File: src/rtl/fetch_buffer.sv
// Instruction-fetch front end: owns the fetch PC, issues in-order requests to
// instruction memory and buffers {pc, instr} pairs for the IF/ID stage.
module fetch_buffer #(
  parameter int                    ADDR_WIDTH  = 32,
  parameter int                    INSTR_WIDTH = 32,
  parameter int                    DEPTH       = 4,
  parameter logic [ADDR_WIDTH-1:0] RESET_PC    = '0
) (
  input  logic                   clk,
  input  logic                   rst,
  input  logic                   redirect_valid,
  input  logic [ADDR_WIDTH-1:0]  redirect_pc,
  output logic                   imem_req_valid,
  input  logic                   imem_req_ready,
  output logic [ADDR_WIDTH-1:0]  imem_req_addr,
  input  logic                   imem_resp_valid,
  input  logic [INSTR_WIDTH-1:0] imem_resp_instr,
  output logic                   out_valid,
  input  logic                   out_ready,
  output logic [ADDR_WIDTH-1:0]  out_pc,
  output logic [INSTR_WIDTH-1:0] out_instr
);

  localparam int           PW      = $clog2(DEPTH);
  localparam int           CW      = PW + 1;
  localparam logic [CW:0]  DEPTH_C = (CW+1)'(DEPTH);

  logic [ADDR_WIDTH-1:0]  fetch_pc_q, fetch_pc_d;
  logic [PW-1:0]          head_q, head_d, alloc_q, alloc_d, fill_q, fill_d;
  logic [CW-1:0]          occ_q, occ_d, pend_q, pend_d, disc_q, disc_d;
  logic [CW-1:0]          disc_base;
  logic [DEPTH-1:0]       filled_q, filled_d;
  logic [ADDR_WIDTH-1:0]  pc_q    [DEPTH];
  logic [INSTR_WIDTH-1:0] instr_q [DEPTH];
  logic                   accept, pop, drop, fill;

  // In-flight cap counts stale requests too, so a burst of redirects cannot overrun memory
  assign imem_req_valid = !rst && !redirect_valid &&
                          (({1'b0, occ_q} + {1'b0, disc_q}) < DEPTH_C);
  assign imem_req_addr  = fetch_pc_q;
  assign accept         = imem_req_valid && imem_req_ready;
  assign pop            = filled_q[head_q] && out_ready && !redirect_valid;
  assign drop           = imem_resp_valid && (disc_q != '0);
  assign fill           = imem_resp_valid && (disc_q == '0) && (pend_q != '0);
  assign disc_base      = disc_q + pend_q;

  assign out_valid = filled_q[head_q];
  assign out_pc    = out_valid ? pc_q[head_q]    : '0;
  assign out_instr = out_valid ? instr_q[head_q] : '0;

  always_comb begin
    fetch_pc_d = fetch_pc_q;
    head_d     = head_q;
    alloc_d    = alloc_q;
    fill_d     = fill_q;
    occ_d      = occ_q;
    pend_d     = pend_q;
    disc_d     = disc_q;
    filled_d   = filled_q;
    if (redirect_valid) begin
      fetch_pc_d = {redirect_pc[ADDR_WIDTH-1:2], 2'b00};
      head_d     = '0;
      alloc_d    = '0;
      fill_d     = '0;
      occ_d      = '0;
      pend_d     = '0;
      filled_d   = '0;
      // Every unfilled entry becomes a stale response; one arriving now is already consumed
      disc_d     = disc_base - ((imem_resp_valid && (disc_base != '0)) ? CW'(1) : CW'(0));
    end else begin
      fetch_pc_d = accept ? fetch_pc_q + ADDR_WIDTH'(4) : fetch_pc_q;
      alloc_d    = accept ? alloc_q + PW'(1) : alloc_q;
      fill_d     = fill   ? fill_q  + PW'(1) : fill_q;
      head_d     = pop    ? head_q  + PW'(1) : head_q;
      occ_d      = occ_q  + (accept ? CW'(1) : CW'(0)) - (pop  ? CW'(1) : CW'(0));
      pend_d     = pend_q + (accept ? CW'(1) : CW'(0)) - (fill ? CW'(1) : CW'(0));
      disc_d     = drop ? disc_q - CW'(1) : disc_q;
      for (int i = 0; i < DEPTH; i++) begin
        if (fill && (fill_q == PW'(i))) begin
          filled_d[i] = 1'b1;
        end else if (pop && (head_q == PW'(i))) begin
          filled_d[i] = 1'b0;
        end else begin
          filled_d[i] = filled_q[i];
        end
      end
    end
  end

  always_ff @(posedge clk or posedge rst) begin
    if (rst) begin
      fetch_pc_q <= RESET_PC;
      head_q     <= '0;
      alloc_q    <= '0;
      fill_q     <= '0;
      occ_q      <= '0;
      pend_q     <= '0;
      disc_q     <= '0;
      filled_q   <= '0;
    end else begin
      fetch_pc_q <= fetch_pc_d;
      head_q     <= head_d;
      alloc_q    <= alloc_d;
      fill_q     <= fill_d;
      occ_q      <= occ_d;
      pend_q     <= pend_d;
      disc_q     <= disc_d;
      filled_q   <= filled_d;
    end
  end

  // Payload storage needs no reset: it is only visible through the filled flags
  always_ff @(posedge clk) begin
    if (accept) begin
      pc_q[alloc_q] <= fetch_pc_q;
    end
    if (fill && !redirect_valid) begin
      instr_q[fill_q] <= imem_resp_instr;
    end
  end

endmodule

File: config.mk
export PLATFORM = sky130hd
export DESIGN_NAME = fetch_buffer
export DESIGN_NICKNAME = d
export VERILOG_FILES = /design/src/rtl/fetch_buffer.sv
export SDC_FILE = /design/constraint.sdc
export NUM_CORES = 1
export LEC_CHECK = 0
export ABC_AREA = 0
export CAP_MARGIN = 40
export CORE_MARGIN = 1.5
export CORE_UTILIZATION = 40
export CTS_CLUSTER_SIZE = 8
export DETAILED_ROUTE_END_ITERATION = 8
export SLEW_MARGIN = 10
export SYNTH_ARGS = -nofsm -noshare
export SYNTH_HDL_FRONTEND = slang
export SYNTH_SLANG_ARGS = --single-unit
File: constraint.sdc
create_clock -name clk -period 2.8 [get_ports clk]
set_input_delay 0.7 -clock clk [delete_from_list [all_inputs] [get_ports clk]]
set_output_delay 0.7 -clock clk [all_outputs]
set_load 0.02 [all_outputs]
# Word level (Yosys, flattened, before mapping)
# Memories as Yosys holds them, arrays and structs flattened.
# Cells that the tools add are included.
totals:
  ff_bits: 51
  ramBits: 256
  in_bits: 70
  out_inout_bits: 98
  memories: 2
memory_table:
  columns: ["memory", "words", "width", "read_ports", "rd_clocked_by_memory_dff", "wr", "line_no", "text"]
  rows:
  - ["instr_q", 4, 32, 1, 0, 1, "34", "logic [INSTR_WIDTH-1:0] instr_q [DEPTH];"]
  - ["pc_q", 4, 32, 1, 0, 1, "33", "logic [ADDR_WIDTH-1:0] pc_q [DEPTH];"]
op_classes:
  addsub: 12
  n_lt_le_gt_ge: 2
  n_eq_ne: 6
  n_mux: 33
  reduce_logical: 34
ops:
  columns: ["cell", "n"]
  rows:
  - ["$mux 32", 4]
  - ["$add 32x3->32 const B", 1]
  - ["$reduce_bool 3->1", 7]
  - ["$logic_and 1x1->1", 18]
  - ["$mux 1", 17]
  - ["$mux 2", 6]
  - ["$mux 3", 4]
  - ["$sub 3x1->3", 3]
  - ["$eq 2x2->1 const B", 4]
  - ["$reduce_bool 2->1", 4]
  - ["$add 2x1->2 const B", 3]
  - ["$add 3x3->3", 2]
  - ["$add 3x3->4", 1]
  - ["$eq 2x1->1 const B", 2]
  - ["$logic_not 2->1", 2]
  - ["$lt 4x3->1 const B", 1]
  - ["$mux 4", 1]
  - ["$add 3x1->3", 1]
  - ["$logic_not 3->1", 1]
  - ["$lt 2x3->1 const B", 1]
  - ["$sub 3x1->3 const B", 1]
  - ["$bmux 1 s2", 1]
  - ["$logic_not 1->1", 2]

# Depth between registers and ports, before layout
# Gate-level depths: netlist of the first run.
logic_depth:
  ltp_word: 8
  mapped_depth: 14
  ltp_nobuf: 12

# Worst setup path before layout of the first run
# No wires, ideal clock.
synth_path:
  path_kind: "input -> register"
  start: "input redirect_valid"
  end: "memory pc_q[2][10], enable pin"
  arrival_time_ns: 2.519
  required_time_ns: 2.410
  setup_slack_ns: -0.109
  stages: 6
  cell_sequence: "nor4_1 -> and4b_1 -> buf_4 -> buf_2 -> clkbuf_1 -> and2_1"
synth_between:
  elab_chain_cells: 6
synth_lines:
  columns: ["element", "line_no", "text"]
  rows:
  - ["start, declared", "11", "input logic redirect_valid,"]
  - ["$logic_not 1->1", "38", "assign imem_req_valid = !rst && !redirect_valid &&"]
  - ["$logic_and 1x1->1 (2 in a row)", "38", null]
  - ["$logic_and 1x1->1", "41", "assign accept = imem_req_valid && imem_req_ready;"]
  - ["$mux 1", "114", "if (accept) begin"]
  - ["$mux 1 (implied by the code)", "115", "pc_q[alloc_q] <= fetch_pc_q;"]
  - ["end, declared", "33", null]
# Every way passes these cells.

# Final worst setup path of the first run
layout_path:
  start: "register head_q[0]"
  end: "output out_pc[8]"
layout_between:
  elab_chain_cells: 3
  elab_cells_between_ends: 4
  cone_classes: "mux: 3; memory: 1"
layout_lines:
  columns: ["element", "line_no", "text"]
  rows:
  - ["start, declared", "29", "logic [PW-1:0] head_q, head_d, alloc_q, alloc_d, fill_q, fill_d;"]
  - ["start signal, assigned", "93", "head_q <= '0;"]
  - ["start signal, assigned", "102", "head_q <= head_d;"]
  - ["$bmux 1 s2", "47", "assign out_valid = filled_q[head_q];"]
  - ["$mux 1 (implied by the code)", "47", null]
  - ["$mux 32 *", "48", "assign out_pc = out_valid ? pc_q[head_q] : '0;"]
  - ["end, declared", "20", "output logic [ADDR_WIDTH-1:0] out_pc,"]
# Every way passes the cells marked *; elsewhere a longest branch is shown, timed or not. The select of a mux whose other input is x is not followed.

==> results.sh, run 1 <==
export IMPL_status="complete, but fails checks"
export IMPL_violations="negative setup slack"
export IMPL_p_seq_frac=0.468
export IMPL_synth_cell_types=52
export IMPL_post_drt_via_cell_ratio=5.28
export IMPL_wl_mm=28.6
export IMPL_core_mm2=0.0307
export IMPL_drt_iter0_drc=488
export IMPL_die_h_um=180
export IMPL_clk_latency_ps=530
export IMPL_synth_top_area_frac=0.596
export IMPL_dpl_cell_area_mm2=0.0150
export IMPL_fin_cells=1393
export IMPL_rows=64
export IMPL_synth_edf_count=248
export IMPL_grt_pass1_vias=7710
export IMPL_yosys_area_top_type="edfxtp_1"
export IMPL_pre_cts_ws_ps=-243
export IMPL_grt_ovfl_total=0
export IMPL_fin_util=0.547
export IMPL_swShare=0.233
export IMPL_drive_gt1_frac=0.323
export IMPL_worstSetupPathType="reg2out"
export IMPL_grt_first_pass_wirelength_mm=44.8
export IMPL_finalCritPeriodShare=1.02
export IMPL_cp_max_fo=6
export IMPL_slew_viol_final=0
export IMPL_cp_start_kind="flip-flop"
export IMPL_antenna_diode_count=0
export IMPL_drc=0
export IMPL_synth_async_sr_flop_share=0.165
export IMPL_ys_top_cells_by_count="248 x edfxtp_1, 67 x and2_1, 62 x mux4_2"
export IMPL_rsz0062_at_grt="true"
export IMPL_cts_root_buf="clkbuf_16"
export IMPL_hpwl_mm=17.2
export IMPL_synth_ff_type="edfxtp_1"
export IMPL_yosysMostFrequentCell="edfxtp_1"
export IMPL_routabilityCongestion=0.749
export IMPL_worstPathRequired_ps=2100
export IMPL_clock_skew_ps=14.7
export IMPL_power_leakage_nw=5.98
export IMPL_vdd_ir_drop_max_mv=0.594
export IMPL_ys_warn_count=0
export IMPL_critPathArrivalTime_ps=2170
export IMPL_fmax_mhz=349
export IMPL_ys_top_cells_by_area="edfxtp_1 60%, mux4_2 11%, dfrtp_1 9.8%, and2_1 3.4%, ha_1 2.4%"
export IMPL_hp_class="reg2reg"
export IMPL_grt_max_degree=66
export IMPL_ys_seq_area_frac=0.694
export IMPL_power_density_mw_per_mm2=660
export IMPL_dr_total_vias=7352
export IMPL_io_pins=168
export IMPL_port_buffers=161
export IMPL_h_tree_depth=2
export IMPL_end_kind="output port"
export IMPL_antenna_found_initial=0
export IMPL_setup_viol=10
export IMPL_tightestPinTransition_ps=585
export IMPL_gr_usage_all_layers=0.179
export IMPL_maxCapViolCount=0
export IMPL_syn_inst=742
export IMPL_cts_sink_count=297
export IMPL_post_place_cells=1305
export IMPL_postCtsHoldBufs=0
export IMPL_die_area_mm2=0.0323
export IMPL_fin_ws_ps=-68.1
export IMPL_cts_tree="done"
export IMPL_dr_pass1_iters=4
export IMPL_cts_buffers=43
export IMPL_fin_crit_ps=2870
export IMPL_finalHoldViolCount=0
export IMPL_wl_per_cell_um=20.5
export IMPL_fin_area_mm2=0.0168
export IMPL_syn_area_mm2=0.0125
export IMPL_synth_seq_cells=297
export IMPL_setup_tns_ps=-309
export IMPL_initial_core_util=0.408
export IMPL_p_sw_mw=2.58
export IMPL_pwr_share_comb=0.107
export IMPL_maxSlewHeadroom=0.608
export IMPL_r2r_slack_ps=180
export IMPL_path_clk_slew_ps=50
export IMPL_area_growth_pct=34.2
export IMPL_p_int_mw=8.49
export IMPL_layout_nets=1072
export IMPL_ant_nets=0
export IMPL_chipWidth_um=180
export IMPL_clkPwrFrac=0.425
export IMPL_avgSynthCellArea_um2=16.8
export IMPL_clockBufferDepth=3
flip-flops by register name (all words and copies together) (netlist names):
name and cells:
imem_req_addr 30, filled_q 4, alloc_q 2, pend_q 3
fill_q 2, occ_q 3, instr_q 128, disc_q 3
head_q 2, pc_q 120
power by group through the flow:
| stage | logic, mW | registers (mW) | clock network (mW) |
|---|---|---|---|
| final | 1.18 | 5.18 | 4.71 |
| after global routing | 1.30 | 5.20 | 5.00 |
| after CTS | 1.16 | 5.18 | 4.82 |
| after detailed placement | 1.12 | 5.26 | 0 |
| after global placement | 1.11 | 5.25 | 0 |
| after floorplan | 0.546 | 5.27 | 0 |
worst max-delay path: stages (launching register included):
cell,delay [ps]
dfrtp_4,520
buf_6,150
buf_12,130
buf_4,130
mux4_2,420
and2_4,160
buf_6,120
layout make-up:
| cell class | count | area, um^2 |
|---|---|---|
| multi-input combinational | 384 | 3720 |
| timing repair buffer | 223 | 2540 |
| clock inverter | 5 | 90.1 |
| sequential | 297 | 8680 |
| inverter | 26 | 105 |
| tap | 396 | 495 |
| clock buffer | 62 | 1150 |
| fill | 2481 | 13900 |
timing repair:
action | 4_1_cts | 5_1_grt
setup endpoints to repair | 64 | 64
pin swaps | 10 | 48
cloned | 6 | 2
gates resized for setup | 318 | 135
buffers inserted | 13 | 3
cells by family after synthesis:
logic type	count (synthesis)	synth area share
adders and majority gates	27	0.0288
muxes	69	0.118
buffers and inverters	64	0.0218
AOI/OAI and AO/OA	71	0.0389
DFF	297	0.694
xor gates and xnor gates	11	0.00771
other	1	0.000300
and+or+nand+nor	202	0.0909
layout by cell type, fill, tap and decap left out, types with 5 or more instances in the layout:
master             n
ha_1              24
nand4_1            5
and2_4            56
buf_16             6
xnor2_1            8
a21oi_1            9
o211ai_1           9
nor2_1            22
clkbuf_1          19
buf_6             62
dfrtp_1           46
and2_1             7
o21ai_0           22
nor3_1             7
nand2_1           45
edfxtp_1         248
buf_4             31
clkdlybuf4s50_1   96
o311ai_0           8
nand3_2            5
nand3_1           23
mux4_2            62
clkbuf_16         45
inv_1             23
buf_12            18
mux2i_1            5
per-stage QoR:
stage	hold WS (ps)	power, mW
after detailed placement	506	6.38
after CTS	518	11.2
after floorplan	489	5.82
after global placement	504	6.36
final	521	11.1
after global routing	548	11.5
path summary, 6_finish.rpt:
| kind | from | endpoint | cells after the start |
|---|---|---|---|
| worst min register to register | filled_q[0] | filled_q[0] | 1 |
| worst max register to register | occ_q[1] | pend_q[2] | 12 |
| min in group asynchronous | rst | pend_q[0] | 2 |
| max in group asynchronous | rst | imem_req_addr[2] | 3 |
| worst min-delay path | filled_q[0] | filled_q[0] | 1 |
| worst max-delay path | head_q[0] | out_pc[8] | 6 |
layer usage:
metal / vias to the layer above / track usage / part of all wire / wire, um
li1: 3347 / - / - / -
met1: 3760 / 0.253 / 0.45 / 12900
met2: 197 / 0.284 / 0.48 / 13600
met3: 48 / 0.0326 / 0.056 / 1600
met4: 0 / 0.0497 / 0.019 / 538
met5: - / 0 / 0 / 0
Power figures use the tool's default switching activity.
==> run 2, diff against run 1 <==
Settings changed: ABC_AREA 0 to not set, CAP_MARGIN 40 to 20.
==> results of run 2 <==
Same layout as run 1: the final DEF is identical, and so are final timing and power.
